### src/rtl/bus_pkg.sv
// Shared constants and helpers for the bus arbiter/mux slice.
package bus_pkg;

  localparam int ARB_FIXED  = 0;
  localparam int ARB_RR     = 1;
  localparam int CONF_CNT_W = 16;

  // Number of bits needed to index 'value' items (0 for value <= 1).
  function automatic int clog2(input int value);
    int r;
    r = 0;
    for (int i = 0; i < 31; i++) begin
      if ((32'sd1 <<< i) < value) begin
        r = i + 1;
      end else begin
        r = r;
      end
    end
    return r;
  endfunction

endpackage

### src/rtl/bus_rr_priority_encoder.sv
// Wrapping priority encoder: first set req bit at or after 'start'.
module bus_rr_priority_encoder
  import bus_pkg::*;
#(
  parameter int N     = 25,
  parameter int SEL_W = clog2(N)
) (
  input  logic [SEL_W-1:0] start,
  input  logic [N-1:0]     req,
  output logic [SEL_W-1:0] gnt_idx,
  output logic             gnt_any
);

  logic [SEL_W-1:0] w_base;
  logic [SEL_W:0]   w_sum;
  logic [SEL_W:0]   w_pos;

  // Scan offsets from farthest to nearest so the nearest asserted request wins.
  always_comb begin
    gnt_idx = '0;
    gnt_any = 1'b0;
    w_sum   = '0;
    w_pos   = '0;
    w_base  = (int'(start) < N) ? start : '0;
    for (int k = N - 1; k >= 0; k--) begin
      w_sum = {1'b0, w_base} + (SEL_W+1)'(k);
      w_pos = (w_sum >= (SEL_W+1)'(N)) ? (w_sum - (SEL_W+1)'(N)) : w_sum;
      if (req[w_pos[SEL_W-1:0]]) begin
        gnt_idx = w_pos[SEL_W-1:0];
        gnt_any = 1'b1;
      end else begin
        gnt_idx = gnt_idx;
        gnt_any = gnt_any;
      end
    end
  end

endmodule

### src/rtl/bus_arbiter_mux.sv
// Registered N-source bus arbiter/mux with multi-driver detection.
// Optional saturating conflict counter enabled by BUS_CONFLICT_CHECK_EN.
module bus_arbiter_mux
  import bus_pkg::*;
#(
  parameter int DATA_W    = 32,
  parameter int N_SRC     = 25,
  parameter int ARB_MODE  = 0,
  parameter int HOLD_LAST = 1,
  localparam int SEL_W    = clog2(N_SRC)
) (
  input  logic                    clk,
  input  logic                    clr,
  input  logic [N_SRC-1:0]        src_oe,
  input  logic [N_SRC*DATA_W-1:0] src_data,
  output logic [DATA_W-1:0]       bus_out,
  output logic                    bus_valid,
  output logic [SEL_W-1:0]        bus_sel,
  output logic                    bus_conflict,
  output logic [CONF_CNT_W-1:0]   conflict_cnt
);

  logic [DATA_W-1:0] w_src [N_SRC];
  logic [SEL_W-1:0]  w_start;
  logic [SEL_W-1:0]  w_gnt_idx;
  logic              w_gnt_any;
  logic              w_multi;

  logic [DATA_W-1:0] r_bus_out;
  logic              r_bus_valid;
  logic [SEL_W-1:0]  r_bus_sel;
  logic              r_bus_conflict;
  logic [SEL_W-1:0]  r_rr_ptr;

  // Unpack the flattened source data into an indexable array.
  always_comb begin
    for (int i = 0; i < N_SRC; i++) begin
      w_src[i] = src_data[i*DATA_W +: DATA_W];
    end
  end

  assign w_start = (ARB_MODE == ARB_RR) ? r_rr_ptr : '0;
  // Clearing the lowest set bit leaves something only if two or more were set.
  assign w_multi = |(src_oe & (src_oe - {{(N_SRC-1){1'b0}}, 1'b1}));

  bus_rr_priority_encoder #(
    .N     (N_SRC),
    .SEL_W (SEL_W)
  ) u_enc (
    .start   (w_start),
    .req     (src_oe),
    .gnt_idx (w_gnt_idx),
    .gnt_any (w_gnt_any)
  );

  // Bus output registers and round-robin pointer.
  always_ff @(posedge clk) begin
    if (clr) begin
      r_bus_out      <= '0;
      r_bus_valid    <= 1'b0;
      r_bus_sel      <= '0;
      r_bus_conflict <= 1'b0;
      r_rr_ptr       <= '0;
    end else begin
      r_bus_conflict <= w_multi;
      if (w_gnt_any) begin
        r_bus_out   <= w_src[w_gnt_idx];
        r_bus_sel   <= w_gnt_idx;
        r_bus_valid <= 1'b1;
        r_rr_ptr    <= (w_gnt_idx == SEL_W'(N_SRC - 1)) ? '0 : (w_gnt_idx + SEL_W'(1));
      end else begin
        r_bus_valid <= 1'b0;
        if (HOLD_LAST == 0) begin
          r_bus_out <= '0;
        end
      end
    end
  end

  assign bus_out      = r_bus_out;
  assign bus_valid    = r_bus_valid;
  assign bus_sel      = r_bus_sel;
  assign bus_conflict = r_bus_conflict;

`ifdef BUS_CONFLICT_CHECK_EN
  logic [CONF_CNT_W-1:0] r_conflict_cnt;

  // Saturating count of sampled multi-driver cycles.
  always_ff @(posedge clk) begin
    if (clr) begin
      r_conflict_cnt <= '0;
    end else if (w_multi && (r_conflict_cnt != {CONF_CNT_W{1'b1}})) begin
      r_conflict_cnt <= r_conflict_cnt + CONF_CNT_W'(1);
    end
  end

  assign conflict_cnt = r_conflict_cnt;
`else
  assign conflict_cnt = '0;
`endif

endmodule
### config.mk
export PLATFORM = sky130hd
export DESIGN_NAME = bus_arbiter_mux
export DESIGN_NICKNAME = d
export VERILOG_FILES = /design/src/rtl/bus_pkg.sv /design/src/rtl/bus_rr_priority_encoder.sv /design/src/rtl/bus_arbiter_mux.sv
export SDC_FILE = /design/constraint.sdc
export NUM_CORES = 1
export LEC_CHECK = 0
export BUFFER_PORTS_ARGS = -buffer_cell sky130_fd_sc_hd__buf_4
export CORE_AREA = 2 2 342 344
export CTS_BUF_LIST = sky130_fd_sc_hd__clkbuf_8 sky130_fd_sc_hd__clkbuf_16
export DETAILED_ROUTE_END_ITERATION = 7
export DIE_AREA = 0 0 344 346
export GPL_TIMING_DRIVEN = 0
export PLACE_DENSITY = 0.3
export SLEW_MARGIN = 20
export SYNTH_ARGS = -nofsm -noshare
export SYNTH_HDL_FRONTEND = slang
export SYNTH_SLANG_ARGS = --single-unit
### constraint.sdc
create_clock -name clk -period 7.3 [get_ports clk]
set_clock_uncertainty 0.15 [all_clocks]
set_input_delay 2.19 -clock clk [delete_from_list [all_inputs] [get_ports clk]]
set_output_delay 2.19 -clock clk [all_outputs]
set_load 0.005 [all_outputs]
==> qor.txt, run 1 <==
outcome - completed
final wirelength - 135500 µm
Clock transition at path regs - 0.09 ns
initial antenna violation count - 52
worst rel slew slack - 19.03%
Max Fclk - 155.8 MHz
fillers - 13657
post-route ant nets - 0
remaining global-route overflow - 0
Mapped Area - 9316 µm²
final cycle utilization of the critical path - 87.91%
CTS Buf Count - 5
syn_area_per_cell - 5.900 µm²
Syn Inst Count - 1579
hold buffer count at CTS - 0
multi-input logic area - 7781 µm²
WL/cell - 33.77 µm
Max clock buf depth - 2
VDD IR-drop max - 0.08916 mV
Crit path largest cell delay - 0.64 ns
async set or reset register ratio after synthesis - 0%
IO Count - 882
commonest cells after routing, fill and taps aside - 888 x buf_4, 504 x nand2_1, 191 x nand3_1
hold violation total from the final report - 0
FF+latch area - 780.7 µm²
crit path max fanout - 10
top_reg_cell synth - dfxtp_1
Worst Path Required - 7.33 ns
post-cts gate resize count - 0
HPWL after DPL - 115500 µm
Tot Pwr - 1.790 mW
largest net degree at the start of global routing - 15
CP Class - in2reg
Clock Sinks - 39
Max Cap Viol - 0
vias in the first global route - 16717
clk_lat worst skew - 0.34 ns
total number of vias - 16242
Post-Synth Adder-Cell Area - 0%
Leak - 8.448 nW
Final min period - 6.417 ns
Row Count - 125
core area - 115400 µm²
DRC - 0
RSZ-0062 raised after global routing - false
register area share after synthesis - 8.380%
CP Cell Sequence - clkbuf_1 -> o31ai_1 -> a21oi_1 -> nor2_1 -> buf_2 -> buf_1 -> clkbuf_1 -> a211oi_1 -> nor2_1 -> o32ai_1
post-synthesis compound-gate area fraction - 27.03%
RD Place Congestion - 0.8279
DR vias/cell - 4.049
CTS tree - built
PortBufs - 862
mux contribution to synthesized area - 14.97%
1st-iter DRT viols - 1116
post-CTS setup buffers - 0
Synth Area in XOR/XNOR - 0%
worst slack, placed - 0.5232 ns
Critical Path AT - 6.45 ns
Syn. warnings - 0
PwrDens - 99.25 nW/µm²
Critical-path top delay cell - clkbuf_1
final setup fails - 0
layout cells sized above 1 - 41.91%
number of synthesized flops with an enable pin - 0
Syn-to-layout area delta - 93.63%
Detailed Routing Iterations Pass 1 - 5
Seq cells post-synth - 39
reg2reg path depth - 3
area of the die - 119000 µm²
reg2reg setup slack - 6.09 ns
net count reported at finish - 3293
most common cell after layout, fill and taps aside - buf_4
root buffer cell - clkbuf_16
Overall Global Routing Usage - 21.81%
DIE HEIGHT - 346 µm
Slew Viols, Final - 0
first-pass GRT wire length - 168700 µm
synth unique cells - 63
Min-Delay Path Depth - 2
Worst-Margin Slew - 1.215 ns
H-tree Lvls - 2
Critical Path Start Type - input port
final worst slack - 0.8825 ns
Die Wd - 344 µm
largest family of logic cells by synthesized area - simple AND/OR/NAND/NOR gates
Starting Density - 8.072%
simple-gate share of the synthesized area - 40.67%
worst min path class - reg2reg
CP endpoint kind - flip-flop
## worst paths after layout
check	start	to
worst max-delay path	src_oe[3]	bus_out[28]$_SDFFE_PP0P_
worst min-delay path	bus_out[1]$_SDFFE_PP0P_	bus_out[1]$_SDFFE_PP0P_
worst max register to register	bus_out[2]$_SDFFE_PP0P_	bus_out[2]$_SDFFE_PP0P_
worst min register to register	bus_out[1]$_SDFFE_PP0P_	bus_out[1]$_SDFFE_PP0P_
## layer usage
layer	vias to the layer above	GRT usage (%)	routed length, µm
li1	7505	-	-
met1	7908	28.57	59600
met2	744	37.67	65650
met3	77	3.656	8186
met4	8	3.469	1955
met5	-	0	57
## sequential cells by signal, summed over array words and instances (netlist names)
register      count
bus_out          32
bus_valid         1
bus_conflict      1
bus_sel           5
## worst max-delay path: cells and delay by family
kind | cells | cell delay [ns]
and+or+nand+nor | 2 | 1.13
buffers and inverters | 4 | 2.00
AOI/OAI and AO/OA | 4 | 1.09
## cells in the mapped netlist, types with 5 or more instances
cell type,number,area (µm²)
buf_4,25,187.7
a32oi_1,10,87.58
mux2i_1,118,1181
o211ai_1,17,127.6
a211oi_1,26,195.2
o21a_1,7,52.55
o221ai_1,13,113.9
o21ai_1,9,45.04
clkbuf_1,50,187.7
nor2b_1,9,56.30
a22oi_1,10,75.07
a32o_1,6,60.06
o21ai_0,47,235.2
nand2b_1,6,37.54
o31ai_1,9,67.56
nand2_1,504,1892
a221o_1,8,80.08
nand3_1,191,955.9
buf_2,68,340.3
nor2_1,52,195.2
nor3b_1,7,52.55
nand4_1,10,62.56
and3_1,31,193.9
a311oi_1,7,61.31
or3b_2,8,70.07
a31oi_1,36,225.2
buf_1,17,63.81
nor4_1,8,50.05
mux2_2,15,168.9
o22ai_1,36,225.2
a21oi_1,94,470.5
or2_2,7,43.79
nor3_1,14,70.07
dfxtp_1,39,780.8
or4_1,5,37.54
## where the power goes
part	total, mW	switching [mW]	internal, mW
logic	1.26	0.726	0.534
registers	0.249	0.0147	0.234
clock network	0.282	0.152	0.130
total	1.79	0.893	0.898
## kinds of logic after synthesis
family	count (synthesis)
AO/OA/AOI/OAI	378
buffers and inverters	167
flip-flops	39
multiplexers	135
other	1
AND/OR/NAND/NOR	859
## stage by stage
stage	cells	setup TNS, ns	utilization [%]	cell area [µm²]	hold slack (ns)
final	4011	0	15.63	18040	0.3276
after global routing	3993	0	15.59	17990	0.3581
after CTS	3991	0	15.58	17990	0.3354
after detailed placement	3983	0	15.45	17840	0.3119
after global placement	3980	-0.04427	15.38	17750	0.3038
after floorplan	1594	0	-	9373	0.3069
## cell type report
class	count	area share (%)
diodes	20	0.2774
plain buffers	164	4.668
clock buffers	5	0.6936
clock inverters	3	0.1387
inverters	3	0.06242
multi-input cells	1388	43.13
flip-flops and latches	39	4.328
well taps	1524	10.57
repair buffers	865	36.13
Note: power is estimated with default switching activity, not from simulation.
==> run 2: changes to the inputs <==
--- a/config.mk
+++ b/config.mk
@@ -6,10 +6,10 @@
 export NUM_CORES = 1
 export LEC_CHECK = 0
 export BUFFER_PORTS_ARGS = -buffer_cell sky130_fd_sc_hd__buf_4
-export CORE_AREA = 2 2 342 344
+export CORE_AREA = 2 2 338 340
 export CTS_BUF_LIST = sky130_fd_sc_hd__clkbuf_8 sky130_fd_sc_hd__clkbuf_16
 export DETAILED_ROUTE_END_ITERATION = 7
-export DIE_AREA = 0 0 344 346
+export DIE_AREA = 0 0 340 342
 export GPL_TIMING_DRIVEN = 0
 export PLACE_DENSITY = 0.3
 export SLEW_MARGIN = 20
==> run 2 against run 1 <==
Compared with the run above:
- clock power grew 25%
- via count is essentially flat
- final cell count is 0.37% lower
- largest cell class unchanged
==> qor.txt, run 2 (synthesis gave the netlist of run 1 again) <==
crit path buf inv count - 4
net count reported at finish - 3295
DR vias/cell - 4.061
Syn-to-layout area delta - 94.47%
worst slack, placed - 0.2190 ns
commonest cells after routing, fill and taps aside - 887 x buf_4, 504 x nand2_1, 191 x nand3_1
final cycle utilization of the critical path - 91.18%
Leak - 8.508 nW
PwrDens - 103.1 nW/µm²
Max Cap Viol - 0
DRC - 0
area of the die - 116300 µm²
Critical Path AT - 6.70 ns
CTS tree - built
Top delay family on crit path - buffers and inverters
Worst-Margin Slew - 1.215 ns
crit path max fanout - 10
Detailed Routing Iterations Pass 1 - 6
total number of vias - 16228
Critical-path top delay cell - nor2_1
CTS Buf Count - 5
VDD IR-drop max - 0.08992 mV
Max Fclk - 150.2 MHz
hold buffer count at CTS - 0
Final min period - 6.656 ns
final worst slack - 0.6438 ns
IO Count - 882
RD Place Congestion - 0.8281
layout cells sized above 1 - 42.04%
clk_lat worst skew - 0.36 ns
remaining global-route overflow - 0
vias in the first global route - 16723
Final Non-Filler Cells - 3996
initial antenna violation count - 47
Clock Sinks - 39
Crit path largest cell delay - 0.83 ns
Clock transition at path regs - 0.08 ns
Critical Path Start Type - input port
Design Area, Final - 18120 µm²
post-cts gate resize count - 0
CP Cell Sequence - clkbuf_1 -> o31ai_1 -> a21oi_1 -> nor2_1 -> buf_2 -> buf_1 -> clkbuf_1 -> a211oi_1 -> nor2_1 -> o32ai_1
RSZ-0062 raised after global routing - false
Overall Global Routing Usage - 22.31%
WL/cell - 33.83 µm
max reg flops - 32
most common cell after layout, fill and taps aside - buf_4
Slew Viols, Final - 0
post-CTS setup buffers - 0
outcome - completed
DIE HEIGHT - 342 µm
Worst Path Required - 7.35 ns
hold violation total from the final report - 0
post-route ant nets - 0
core area - 113100 µm²
final wirelength - 135200 µm
final setup fails - 0
Max clock buf depth - 2
worst min path class - reg2reg
1st-iter DRT viols - 1143
worst hold slack - 0.3298 ns
Row Count - 124
Placed Area - 17890 µm²
PortBufs - 862
Starting Density - 8.237%
HPWL after DPL - 115600 µm
H-tree Lvls - 2
largest net degree at the start of global routing - 13
CP endpoint kind - flip-flop
Die Wd - 340 µm
Placed Cells - 3973
root buffer cell - clkbuf_16
worst rel slew slack - 18.97%
fillers - 13313
CP Class - in2reg
Tot Pwr - 1.869 mW
first-pass GRT wire length - 168400 µm
-- run 2: path summary, 6_finish.rpt --
path / slack [ns] / endpoint / start / cells after the start
setup / recovery: 0.64 / bus_out[28]$_SDFFE_PP0P_ / src_oe[3] / 10
hold / removal: 0.33 / bus_sel[4]$_SDFFE_PP0P_ / bus_sel[4]$_SDFFE_PP0P_ / 1
setup reg to reg: 6.06 / bus_out[6]$_SDFFE_PP0P_ / bus_out[6]$_SDFFE_PP0P_ / 3
hold reg to reg: 0.33 / bus_sel[4]$_SDFFE_PP0P_ / bus_sel[4]$_SDFFE_PP0P_ / 1
-- run 2: per-stage QoR --
stage	utilization (%)	TNS, ns
5_1_grt	15.99	0
3_5_place_dp	15.82	0
4_1_cts	15.98	0
3_3_place_gp	15.68	-0.09832
2_1_floorplan	-	0
6_report	16.02	0
-- run 2: layer usage --
metal,part of all wire (%),global-route usage (%),vias up
met5,0.027,0,-
met4,2.8,6.388,6
met3,5.9,4.705,117
met2,47,37.25,795
met1,44,28.77,7813
li1,-,-,7497
-- run 2: layout make-up --
class	instances	area (µm²)	area share (%)
repair buffers	867	6576	36.30
clock buffers	5	125.1	0.6906
flip-flops and latches	39	780.7	4.309
clock inverters	3	63.81	0.3522
inverters	3	11.26	0.06215
diodes	15	37.54	0.2072
plain buffers	164	844.6	4.662
well taps	1512	1892	10.44
multi-input cells	1388	7786	42.98
-- run 2: power by group --
part	leakage [nW]	switching, mW	internal (mW)	total, mW
sequential	0.324	0.0160	0.234	0.250
combinational	8.09	0.727	0.538	1.27
clock	0.0953	0.156	0.197	0.353
